--- src/rtl/bridge_pkg.sv ---
// Shared bridge data-slot definitions: table location, entry word overlays and
// the request-tracking state encoding used by the size override block.
package bridge_pkg;

    localparam logic [31:0] DATASLOT_TABLE_BASE  = 32'hF800_2000;
    localparam int          DATASLOT_ENTRY_BYTES = 8;

    // Word 0 of a table entry: the slot ID lives in the low half.
    typedef struct packed {
        logic [15:0] params;
        logic [15:0] id;
    } dataslot_even_t;

    // Word 1 of a table entry.
    typedef struct packed {
        logic [31:0] size_lower;
    } dataslot_odd_t;

    typedef enum logic {
        REQ_IDLE    = 1'b0,
        REQ_PENDING = 1'b1
    } req_state_t;

endpackage

--- src/rtl/bridge_dataslot_size_channel.sv ---
// One override channel: remembers where its slot ID sits in the table and
// flags responses that target word 1 of that entry.
module bridge_dataslot_size_channel
    import bridge_pkg::*;
#(
    parameter logic [15:0] SLOT_ID = 16'd0
) (
    input  logic        clk,
    input  logic        reset,
    input  logic        i_learn_en,
    input  logic [15:0] i_rd_id,
    input  logic [28:0] i_req_addr_hi,
    input  logic        i_size_valid,
    output logic [31:0] o_base_address,
    output logic        o_base_found,
    output logic        o_match
);

    logic [28:0] r_base_hi;
    logic        r_found;
    logic        w_learn;

    // The first entry carrying our ID wins; later duplicates are ignored.
    assign w_learn = i_learn_en && !r_found && (i_rd_id == SLOT_ID);

    always_ff @(posedge clk) begin
        if (reset) begin
            r_base_hi <= '0;
            r_found   <= 1'b0;
        end else if (w_learn) begin
            r_base_hi <= i_req_addr_hi;
            r_found   <= 1'b1;
        end
    end

    assign o_match        = r_found && i_size_valid && (i_req_addr_hi == r_base_hi);
    assign o_base_address = {r_base_hi, 3'b000};
    assign o_base_found   = r_found;

endmodule

--- src/rtl/bridge_dataslot_size_override.sv ---
// Learns table entry addresses for configured slot IDs from host reads of word 0
// and substitutes a core-supplied size into reads of word 1 of those entries.
module bridge_dataslot_size_override
    import bridge_pkg::*;
#(
    parameter int          NUM_SLOTS                 = 2,
    parameter logic [15:0] SLOT_IDS [NUM_SLOTS]      = '{16'd0, 16'd1},
    parameter logic [31:0] TABLE_BASE                = DATASLOT_TABLE_BASE,
    parameter int          TABLE_ENTRIES             = 32
) (
    input  logic                      clk,
    input  logic                      reset,

    input  logic [31:0]               i_bridge_dataslot_in_addr,
    input  logic                      i_bridge_dataslot_in_wr,
    input  logic [31:0]               i_bridge_dataslot_in_wr_data,
    input  logic                      i_bridge_dataslot_in_rd,
    output logic [31:0]               o_bridge_dataslot_in_rd_data,
    output logic                      o_bridge_dataslot_in_rd_data_valid,

    output logic [31:0]               o_bridge_dataslot_out_addr,
    output logic                      o_bridge_dataslot_out_wr,
    output logic [31:0]               o_bridge_dataslot_out_wr_data,
    output logic                      o_bridge_dataslot_out_rd,
    input  logic [31:0]               i_bridge_dataslot_out_rd_data,
    input  logic                      i_bridge_dataslot_out_rd_data_valid,

    input  logic [NUM_SLOTS*32-1:0]   i_slot_size,
    input  logic [NUM_SLOTS-1:0]      i_slot_size_valid,
    output logic [NUM_SLOTS*32-1:0]   o_slot_base_address,
    output logic [NUM_SLOTS-1:0]      o_slot_base_found
);

    localparam logic [32:0] TABLE_END =
        {1'b0, TABLE_BASE} + 33'(DATASLOT_ENTRY_BYTES * TABLE_ENTRIES);

    req_state_t              r_state;
    req_state_t              w_next_state;
    logic [31:0]             r_req_addr;
    logic [31:0]             r_rd_data;
    logic                    r_rd_data_valid;

    logic                    w_resp_pending;
    logic                    w_table_hit;
    logic                    w_learn_en;
    logic                    w_subst_en;
    logic [NUM_SLOTS-1:0]    w_match;
    dataslot_even_t          w_even;
    dataslot_odd_t           w_resp_data;

    assign o_bridge_dataslot_out_addr    = i_bridge_dataslot_in_addr;
    assign o_bridge_dataslot_out_wr      = i_bridge_dataslot_in_wr;
    assign o_bridge_dataslot_out_wr_data = i_bridge_dataslot_in_wr_data;
    assign o_bridge_dataslot_out_rd      = i_bridge_dataslot_in_rd;

    always_comb begin
        w_next_state = r_state;
        case (r_state)
            REQ_IDLE:    if (i_bridge_dataslot_in_rd) w_next_state = REQ_PENDING;
            REQ_PENDING: begin
                if (i_bridge_dataslot_in_rd)
                    w_next_state = REQ_PENDING;
                else if (i_bridge_dataslot_out_rd_data_valid)
                    w_next_state = REQ_IDLE;
            end
            default:     w_next_state = REQ_IDLE;
        endcase
    end

    // A new rd always overwrites req_addr; the response in the same cycle still sees the old one.
    always_ff @(posedge clk) begin
        if (reset) begin
            r_state    <= REQ_IDLE;
            r_req_addr <= '0;
        end else begin
            r_state <= w_next_state;
            if (i_bridge_dataslot_in_rd)
                r_req_addr <= i_bridge_dataslot_in_addr;
        end
    end

    assign w_resp_pending = i_bridge_dataslot_out_rd_data_valid && (r_state == REQ_PENDING);
    assign w_table_hit    = ({1'b0, r_req_addr} >= {1'b0, TABLE_BASE}) &&
                            ({1'b0, r_req_addr} <  TABLE_END);
    assign w_learn_en     = w_resp_pending && w_table_hit && (r_req_addr[2:0] == 3'b000);
    assign w_subst_en     = w_resp_pending && (r_req_addr[2:0] == 3'b100);
    assign w_even         = dataslot_even_t'(i_bridge_dataslot_out_rd_data);

    for (genvar k = 0; k < NUM_SLOTS; k++) begin : g_slot
        bridge_dataslot_size_channel #(
            .SLOT_ID(SLOT_IDS[k])
        ) u_channel (
            .clk            (clk),
            .reset          (reset),
            .i_learn_en     (w_learn_en),
            .i_rd_id        (w_even.id),
            .i_req_addr_hi  (r_req_addr[31:3]),
            .i_size_valid   (i_slot_size_valid[k]),
            .o_base_address (o_slot_base_address[k*32 +: 32]),
            .o_base_found   (o_slot_base_found[k]),
            .o_match        (w_match[k])
        );
    end

    // Walk from the top so the lowest matching channel is applied last and wins.
    always_comb begin
        w_resp_data = dataslot_odd_t'(i_bridge_dataslot_out_rd_data);
        for (int k = NUM_SLOTS - 1; k >= 0; k--) begin
            if (w_subst_en && w_match[k])
                w_resp_data.size_lower = i_slot_size[k*32 +: 32];
        end
    end

    always_ff @(posedge clk) begin
        if (reset) begin
            r_rd_data       <= '0;
            r_rd_data_valid <= 1'b0;
        end else begin
            r_rd_data_valid <= i_bridge_dataslot_out_rd_data_valid;
            if (i_bridge_dataslot_out_rd_data_valid)
                r_rd_data <= w_resp_data;
        end
    end

    assign o_bridge_dataslot_in_rd_data       = r_rd_data;
    assign o_bridge_dataslot_in_rd_data_valid = r_rd_data_valid;

endmodule

--- config.mk ---
export PLATFORM = sky130hd
export DESIGN_NAME = bridge_dataslot_size_override
export DESIGN_NICKNAME = d
export VERILOG_FILES = /design/src/rtl/bridge_pkg.sv /design/src/rtl/bridge_dataslot_size_channel.sv /design/src/rtl/bridge_dataslot_size_override.sv
export SDC_FILE = /design/constraint.sdc
export NUM_CORES = 1
export LEC_CHECK = 0
export ABC_AREA = 1
export CORE_ASPECT_RATIO = 1.1
export CORE_MARGIN = 1.5
export CORE_UTILIZATION = 30
export DETAILED_ROUTE_END_ITERATION = 10
export SYNTH_ARGS = -nofsm -noshare
export SYNTH_HDL_FRONTEND = slang
export SYNTH_SLANG_ARGS = --single-unit
--- constraint.sdc ---
create_clock -name clk -period 2 [get_ports clk]
set_input_delay 0.4 -clock clk [delete_from_list [all_inputs] [get_ports clk]]
set_output_delay 0.4 -clock clk [all_outputs]
set_load 0.01 [all_outputs]
==> results of run 1 <==
-- worst paths after layout --
path	from	to	slack (ns)	depth (start not counted)
max	i_bridge_dataslot_in_rd	o_bridge_dataslot_out_rd	0.06	2
min	i_bridge_dataslot_out_rd_data[9]	o_bridge_dataslot_in_rd_data[9]	0.46	5
max reg2reg	g_slot[1].u_channel.r_base_hi[23]	o_bridge_dataslot_in_rd_data[1]	0.17	13
min reg2reg	o_bridge_dataslot_in_rd_data[0]	o_bridge_dataslot_in_rd_data[0]	0.47	2
-- cell usage in the layout, fill, tap and decap left out, types with 2 or more instances in the layout --
cell type | Yosys | layout
clkdlybuf4s50_1 | 0 | 256
nand2_1 | 237 | 234
inv_1 | 130 | 128
dfxtp_1 | 126 | 124
nand3_1 | 99 | 99
nor2_1 | 72 | 68
a21oi_1 | 65 | 65
o21ai_0 | 47 | 47
a21oi_2 | 38 | 38
buf_4 | 78 | 26
clkbuf_16 | 0 | 18
inv_2 | 16 | 17
xnor2_1 | 10 | 10
buf_12 | 0 | 9
nor2_2 | 4 | 8
nor3_1 | 8 | 6
nand4_1 | 6 | 6
o21ai_1 | 6 | 6
conb_1 | 1 | 6
inv_6 | 0 | 6
nand2_2 | 2 | 5
nor4_1 | 4 | 4
nor2_4 | 3 | 3
clkinv_4 | 0 | 3
nor3_2 | 0 | 2
clkinv_1 | 2 | 2
clkinvlp_4 | 0 | 2
inv_8 | 0 | 2
dfxtp_2 | 0 | 2
dlymetal6s2s_1 | 0 | 2
buf_6 | 13 | 2
-- kinds of logic (layout without fill, tap and decap cells) --
group / after synthesis / after routing / synth area share
XOR/XNOR: 10 / 10 / 0.0127
flip-flops: 126 / 126 / 0.365
other: 1 / 6 / 0.000543
buffers and inverters: 270 / 477 / 0.213
AND/OR/NAND/NOR: 439 / 439 / 0.273
AO/OA/AOI/OAI: 157 / 157 / 0.135
-- report_power, final --
group | internal (mW) | leakage, nW | switching, mW | total [mW]
clock network | 1.76 | 0.277 | 1.29 | 3.05
registers | 2.59 | 1.03 | 0.0734 | 2.67
logic | 0.524 | 3.09 | 0.452 | 0.976
-- sequential cells by signal, summed over array words and instances, names as in the netlist --
name                                flops
o_bridge_dataslot_in_rd_data_valid      1
r_req_addr                             32
r_state                                 1
o_bridge_dataslot_in_rd_data           32
g_slot.u_channel.o_base_found           2
g_slot.u_channel.r_base_hi             58
-- routing by layer --
layer | share of wire | GRT usage
met1 | 0.43 | 0.243
met2 | 0.48 | 0.327
met3 | 0.077 | 0.0483
met4 | 0.016 | 0.0550
met5 | 0 | 0
-- worst min-delay path, cell delays in order --
cell	delay, ns
dlymetal6s2s_1	0.17
nand2_1	0.08
nand3_1	0.06
nand2_1	0.07
a21oi_2	0.05
-- per-stage QoR --
stage               hold WS (ns)  cell area (um^2)  setup WS (ns)  TNS [ns]
floorplan                  0.439              6920          0.430         0
global placement           0.451              9360         -0.382    -21.18
detailed placement         0.456              9360         -0.402    -22.39
CTS                        0.467              9930         0.0385         0
global route               0.455             10000       -0.00646  -0.00646
finish                     0.458             10000         0.0550         0
-- area by class of cell --
type                            count  area [um^2]
Tap cell                          300          375
Fill cell                        2322        12700
Sequential cell                   126         2520
Clock inverter                     14          146
Multi-Input combinational cell    612         2950
Clock buffer                       18          429
Timing Repair Buffer              297         3020
Inverter                          148          558
-- what timing repair did --
| item | in CTS | in global routing |
|---|---|---|
| resized for setup | 0 | 16 |
| hold endpoints to repair | 0 | 0 |
| endpoints found under the setup margin | 0 | 57 |
==> flow_summary.json, run 1 <==
{
  "core_um2": 22700,
  "finalCritPeriodShare": 0.972,
  "crit_type": "input port to output port",
  "cp_slowest_cell": "clkdlybuf4s50_1",
  "cts_max_level": 4,
  "place_congestion": 0.904,
  "cp-end-kind": "output port",
  "ys_warn_count": 0,
  "async_reset_ff_frac": 0,
  "dpl.hpwl_um": 17700,
  "die_y_um": 162,
  "drive_gt1_frac": 0.124,
  "crit_fanout": 6,
  "yosysSeqAreaShare": 0.365,
  "start_kind": "input port",
  "viasPerCell": 4.54,
  "crit_top_cell": "clkdlybuf4s50_1",
  "ir_drop_uv": 489,
  "rows": 58,
  "grt_pass1_vias": 6574,
  "ys.flop_type": "dfxtp_1",
  "syn_to_final_growth_pct": 44.9,
  "cts_max_path_buffers": 2,
  "cp.required_ns": 1.60,
  "slowest_delay_ns": 0.57,
  "clkSinkCount": 126,
  "worst-path-buf-inv": 2,
  "synth-seq-cells": 126,
  "post_cts_buffers": 0,
  "fmax_mhz": 514,
  "wl_per_cell_um": 15.8,
  "start_util": 0.304,
  "critPathArrivalTime_ns": 1.54,
  "grt_first_pass_wirelength_um": 36000,
  "final_core_util": 0.440,
  "hp-class": "input port to flop",
  "cts_buffers": 17,
  "dr.pass1.iters": 4,
  "synth_cell_type_count": 33,
  "power.density_nw_per_um2": 669,
  "synth_top_area_cell": "dfxtp_1",
  "clk_pin_slew_ns": 0.06,
  "maxCapViolCount": 0,
  "cts_tree": "built",
  "instances_no_fill": 1515,
  "synth.top_cells.by_area": "dfxtp_1 (37%), nand2_1 (13%), buf_4 (8.5%)",
  "synth_edf_count": 0,
  "totalWireLength_um": 23900,
  "drv_slew": 0,
  "vias": 6872,
  "drtAntennaViolNets": 0,
  "cts-root-buf": "clkbuf_16",
  "nets": 1369,
  "power.leakage_nw": 4.40,
  "netlist.area_leader.share": 0.365,
  "drc": 0,
  "cts_hold_buf": 0,
  "die_x_um": 148,
  "synthTopCellsByCount": "nand2_1 (237), inv_1 (130), dfxtp_1 (126)",
  "placedCellCount": 1482,
  "path_cells": "clkdlybuf4s50_1, clkdlybuf4s50_1",
  "synth.most_common_cell": "nand2_1",
  "track_usage": 0.194,
  "clock_skew_ns": 0.0120,
  "cp_top_family": "buffers and inverters",
  "p_total_mw": 6.69,
  "outcome": "completed",
  "clock_latency_ns": 0.42,
  "gr-total-overflow": 0,
  "synthCells": 1003,
  "portBuffers": 259,
  "avgSynthCellArea_um2": 6.88,
  "finalHoldViolCount": 0,
  "grt_max_degree": 76,
  "antenna_cells": 0,
  "syn_area_um2": 6900,
  "layout_min_cycle_time_ns": 1.94,
  "io_pins": 332,
  "dieArea_um2": 23900,
  "drt_iter0_drc": 389,
  "antenna_found_initial": 0,
  "setup_viol": 0
}
Power figures use the tool's default switching activity.
==> run 2, diff against run 1 <==
==> constraint.sdc (replaced) <==
create_clock -name clk -period 2 [get_ports clk]
set_input_delay 0.4 -clock clk [delete_from_list [all_inputs] [get_ports clk]]
set_output_delay 0.4 -clock clk [all_outputs]
set_load 0.1 [all_outputs]
==> run 2 against run 1 <==
  * Highest routed layer unchanged
  * Non-clock buffer count fell by 7
  * Flip-flop and latch count did not move
  * Sequential share of layout area rose by 0.24 points
  * First-iteration DRC count rose by 2.1%
  * Sequential power barely moved
  * Hold slack got worse by 0.00078 ns
  * Clock-buffer cell count fell by 1
  * Final cell count fell by 0.46%
==> flow_summary.json, run 2 (synthesized netlist as in run 1, its figures left out) <==
{
  "outcome": "completed",
  "vias": 6841,
  "antenna_found_initial": 0,
  "crit_fanout": 32,
  "slowest_delay_ns": 0.35,
  "clk_pin_slew_ns": 0.07,
  "ir_drop_uv": 495,
  "largest_reg_flops": 58,
  "wl_per_cell_um": 15.9,
  "nets": 1362,
  "layout_min_cycle_time_ns": 1.85,
  "rrSetupSlack_ns": 0.15,
  "viasPerCell": 4.54,
  "cp_slowest_cell": "dfxtp_2",
  "finalHoldViolCount": 0,
  "final_core_util": 0.449,
  "path_cells": "inv_1, nand2_1, nand2_1, inv_1, nand2_1, nor2_1, nand2_1, nor2_4, buf_12, nand3_1, nand3_1, nand2_1, a21oi_2",
  "maxCapViolCount": 0,
  "start_util": 0.304,
  "max_slew_margin": 0.612,
  "dpl.hpwl_um": 17600,
  "cts_hold_buf": 0,
  "cts_tree": "built",
  "antenna_cells": 0,
  "gr-total-overflow": 0,
  "syn_to_final_growth_pct": 47.7,
  "drt_iter0_drc": 397,
  "hp-class": "input port to flop",
  "start_kind": "flop",
  "crit_top_cell": "nand2_1",
  "setup_viol": 0,
  "clock_skew_ns": 0.0163,
  "crit_type": "flop to flop",
  "fmax_mhz": 541,
  "finalCritPeriodShare": 0.925,
  "clkSinkCount": 126,
  "dieArea_um2": 23900,
  "clock_latency_ns": 0.43,
  "post_cts_buffers": 0,
  "cts-resized-gates": 0,
  "dr.pass1.iters": 5,
  "track_usage": 0.198,
  "cts_max_path_buffers": 2,
  "final_cell_mix": "nand2_1 (235), clkdlybuf4s50_1 (132), inv_1 (128)",
  "grt_max_degree": 76,
  "worst_slew_pin_slew_ns": 0.583,
  "cp.required_ns": 2.35,
  "rows": 58,
  "critPathArrivalTime_ns": 2.20,
  "io_pins": 332,
  "core_um2": 22700,
  "drv_slew": 0,
  "drc": 0,
  "drtAntennaViolNets": 0,
  "final_common_cell": "nand2_1",
  "cts-root-buf": "clkbuf_16",
  "power.leakage_nw": 4.78,
  "cts_buffers": 17,
  "power.density_nw_per_um2": 728,
  "grt_first_pass_wirelength_um": 36900,
  "timing.final.ws_setup_ns": 0.150,
  "portBuffers": 259,
  "die_x_um": 148,
  "place_congestion": 0.881,
  "cts_max_level": 4,
  "totalWireLength_um": 24000,
  "cp-end-kind": "flop",
  "regMostFlops": "g_slot.u_channel.r_base_hi",
  "drive_gt1_frac": 0.268,
  "grt_pass1_vias": 6752,
  "place_ws_ns": -0.278,
  "die_y_um": 162
}
## run 2: changes by cell type in the layout (fill, tap and decap cells not counted), moves of 39 or more
cell,change
buf_12,+39
buf_4,+82
clkdlybuf4s50_1,-124
dfxtp_1,-58
dfxtp_2,+58
## run 2: where the power goes
part | leakage, nW | internal [mW] | switching, mW | total (mW)
Clock | 0.297 | 1.79 | 1.38 | 3.17
Sequential | 1.06 | 2.59 | 0.0716 | 2.66
Combinational | 3.43 | 0.581 | 1.00 | 1.58
Total | 4.78 | 4.96 | 2.46 | 7.42
## run 2: final cells by class
cell class              count  area, um^2
clock buffers              17         425
clock inverters            15         171
fillers                  2282       12500
inverters                 148         558
multi-input cells         612        2940
flip-flops and latches    126        2600
well taps                 300         375
repair buffers            290        3120
## run 2: path summary, 6_finish.rpt
check / startpoint / endpoint / depth (start not counted)
worst min register to register: g_slot[1].u_channel.r_base_hi[8] / g_slot[1].u_channel.r_base_hi[8] / 2
worst max-delay path: g_slot[1].u_channel.r_base_hi[23] / o_bridge_dataslot_in_rd_data[11] / 13
worst max register to register: g_slot[1].u_channel.r_base_hi[23] / o_bridge_dataslot_in_rd_data[11] / 13
worst min-delay path: reset / g_slot[0].u_channel.r_base_hi[25] / 3
## run 2: layer usage
metal | vias up | GRT usage | part of all wire
li1 | 3441 | - | -
met3 | 28 | 0.0486 | 0.080
met1 | 3072 | 0.244 | 0.42
met2 | 300 | 0.336 | 0.48
met4 | 0 | 0.0677 | 0.021
met5 | - | 0 | 0
## run 2: worst max-delay path, delay by kind of cell (launching register included)
kind	cells	cell delay (ns)
AOI/OAI and AO/OA	1	0.10
DFF	1	0.35
and+or+nand+nor	9	0.99
buffers and inverters	3	0.31
## run 2: metrics by stage
step | instance area [um^2] | std cells | setup TNS, ns | power, mW | hold WS, ns
after global routing | 10200 | 1508 | -0.0129 | 7.69 | 0.454
after detailed placement | 9550 | 1475 | -13.79 | 4.30 | 0.452
after floorplan | 6990 | 1008 | 0 | 4.02 | 0.439
after CTS | 10100 | 1507 | 0 | 7.48 | 0.442
final | 10200 | 1508 | 0 | 7.42 | 0.457
after global placement | 9550 | 1475 | -12.19 | 4.29 | 0.452
==> variant: new RTL, flow settings as in run 2 <==
Change the parameter `TABLE_ENTRIES` from 32 to 24.
--- a/src/rtl/bridge_dataslot_size_override.sv
+++ b/src/rtl/bridge_dataslot_size_override.sv
@@ -6,7 +6,7 @@
     parameter int          NUM_SLOTS                 = 2,
     parameter logic [15:0] SLOT_IDS [NUM_SLOTS]      = '{16'd0, 16'd1},
     parameter logic [31:0] TABLE_BASE                = DATASLOT_TABLE_BASE,
-    parameter int          TABLE_ENTRIES             = 32
+    parameter int          TABLE_ENTRIES             = 24
 ) (
     input  logic                      clk,
     input  logic                      reset,
Formal check against the unedited RTL: not equivalent (Yosys sat finds a counterexample within 4 cycles, from zero or initial values and one cycle with reset high).
==> variant against run 2 <==
Critical endpoint is now o_bridge_dataslot_in_rd_data[1]$_SDFFE_PP0P_; synthesized cell count increased by 0.30%; count of clock-buffer cells in the layout unchanged; sequential cell count unchanged; clock power about the same; non-clock buffer count increased by 1; fmax increased by 0.55%; synthesized area decreased by 0.56%; first-iteration DRC count decreased by 28%; power decreased by 0.12%; worst setup slack improved by 0.010 ns; routed wire length increased by 3.4%; largest cell class unchanged; design area increased by 0.31%; sequential power about the same.
==> variant: results (changes against run 2) <==
Final layout
  – # nets final: 1367 (was 1362)
  – Fraction of final layout cells sized beyond drive strength 1: 26.3% (was 26.8%)

Pwr
  – Internal power: 0.00488 W (was 0.00496 W)
  – Seq pwr share: 36.0% (was 35.9%)

Routing
  – Vias: 6861 (was 6841)
  – DRT met1 WL: 10100 microns (about the same)
  – Routed len/inst: 16.5 microns (was 15.9 microns)
  – Routed wl met2: 12300 microns (was 11500 microns)

Hold path
  – WHS Path Cells: 4 (was 3)
  – Hold path startpoint: i_bridge_dataslot_out_rd_data_valid (was reset)

Worst setup path
  – Capture point of the worst reg-to-reg path: o_bridge_dataslot_in_rd_data[1]$_SDFFE_PP0P_ (was o_bridge_dataslot_in_rd_data[11]$_SDFFE_PP0P_)
  – CP max-delay cell: dfxtp_1 (was dfxtp_2)
  – Reg2reg start: r_req_addr[16]$_SDFFE_PP0P_ (was g_slot[1].u_channel.r_base_hi[23]$_SDFFE_PP0P_)

Global routing
  – Grt met1 use: 24.1% (was 24.4%)
  – Met3 Use GR: 5.71% (was 4.86%)
  – Global-route wire length before repair: 37300 microns (was 36900 microns)
  – Pin count of the biggest net entering global routing: 79 (was 76)
  – Tot GR Track Use: 20.3% (was 19.8%)

Placed design
  – Final Wtd Congestion: 0.885 (was 0.881)
  – Setup WS pre-CTS: -0.309 ns (was -0.278 ns)
  – Hpwl dp: 18600 microns (was 17600 microns)
  – Post-DP Area: 9490 sq um (was 9550 sq um)

Timing
  – Final Skew: 0.0136 ns (was 0.0163 ns)
  – Hold WS: 0.458 ns (was 0.457 ns)

Status
  – Status: finished, final reports clean (unchanged)

Synthesis
  – Post-Syn Area per Cell: 6.82 sq um (was 6.88 sq um)
  – Sequential area share after synthesis: 36.8% (was 36.5%)
  – Synth top area cells: dfxtp_1 37%, nand2_1 13%, buf_4 8.6%, inv_1 7.9%, nand3_1 7.2% (was dfxtp_1 37%, nand2_1 13%, buf_4 8.5%, nand3_1 7.2%, inv_1 7.1%)
  – Yosys cell types: 31 (was 33)
==> variant: kinds of logic after synthesis <==
| group | count (synthesis) | share of synthesized area (%) |
|---|---|---|
| XOR/XNOR | 10 | 1.28 |
| other | 1 | 0.0546 |
| flip-flops | 126 | 36.8 |
| buffers and inverters | 273 | 21.0 |
| AO/OA/AOI/OAI | 159 | 13.3 |
| AND/OR/NAND/NOR | 437 | 27.7 |
==> variant: what timing repair did <==
item	CTS	global route
endpoints found under the setup margin	0	66
setup buffers	0	1
gates resized for setup	0	21
==> variant: how the worst max path moves through the flow <==
| stage | from | endpoint | cells after the start |
|---|---|---|---|
| after global routing | r_req_addr[15]$_SDFFE_PP0P_ | o_bridge_dataslot_in_rd_data[5]$_SDFFE_PP0P_ | 12 |
| after CTS | r_req_addr[23]$_SDFFE_PP0P_ | o_bridge_dataslot_in_rd_data[28]$_SDFFE_PP0P_ | 12 |
| final | r_req_addr[16]$_SDFFE_PP0P_ | o_bridge_dataslot_in_rd_data[1]$_SDFFE_PP0P_ | 13 |
| after detailed placement | i_bridge_dataslot_out_rd_data_valid | g_slot[1].u_channel.r_base_hi[20]$_SDFFE_PP0P_ | 10 |
| after global placement | i_bridge_dataslot_out_rd_data_valid | g_slot[0].u_channel.r_base_hi[0]$_SDFFE_PP0P_ | 11 |
| after floorplan | g_slot[1].u_channel.r_base_hi[0]$_SDFFE_PP0P_ | o_bridge_dataslot_in_rd_data[16]$_SDFFE_PP0P_ | 14 |
==> variant: area by class of cell <==
cell class / count / area (sq um) / area share [%]
Inverter: 152 / 571 / 5.58
Tap cell: 295 / 369 / 3.61
Timing Repair Buffer: 291 / 3110 / 30.4
Sequential cell: 126 / 2600 / 25.5
Clock buffer: 17 / 425 / 4.16
Clock inverter: 15 / 191 / 1.87
Multi-Input combinational cell: 612 / 2960 / 28.9
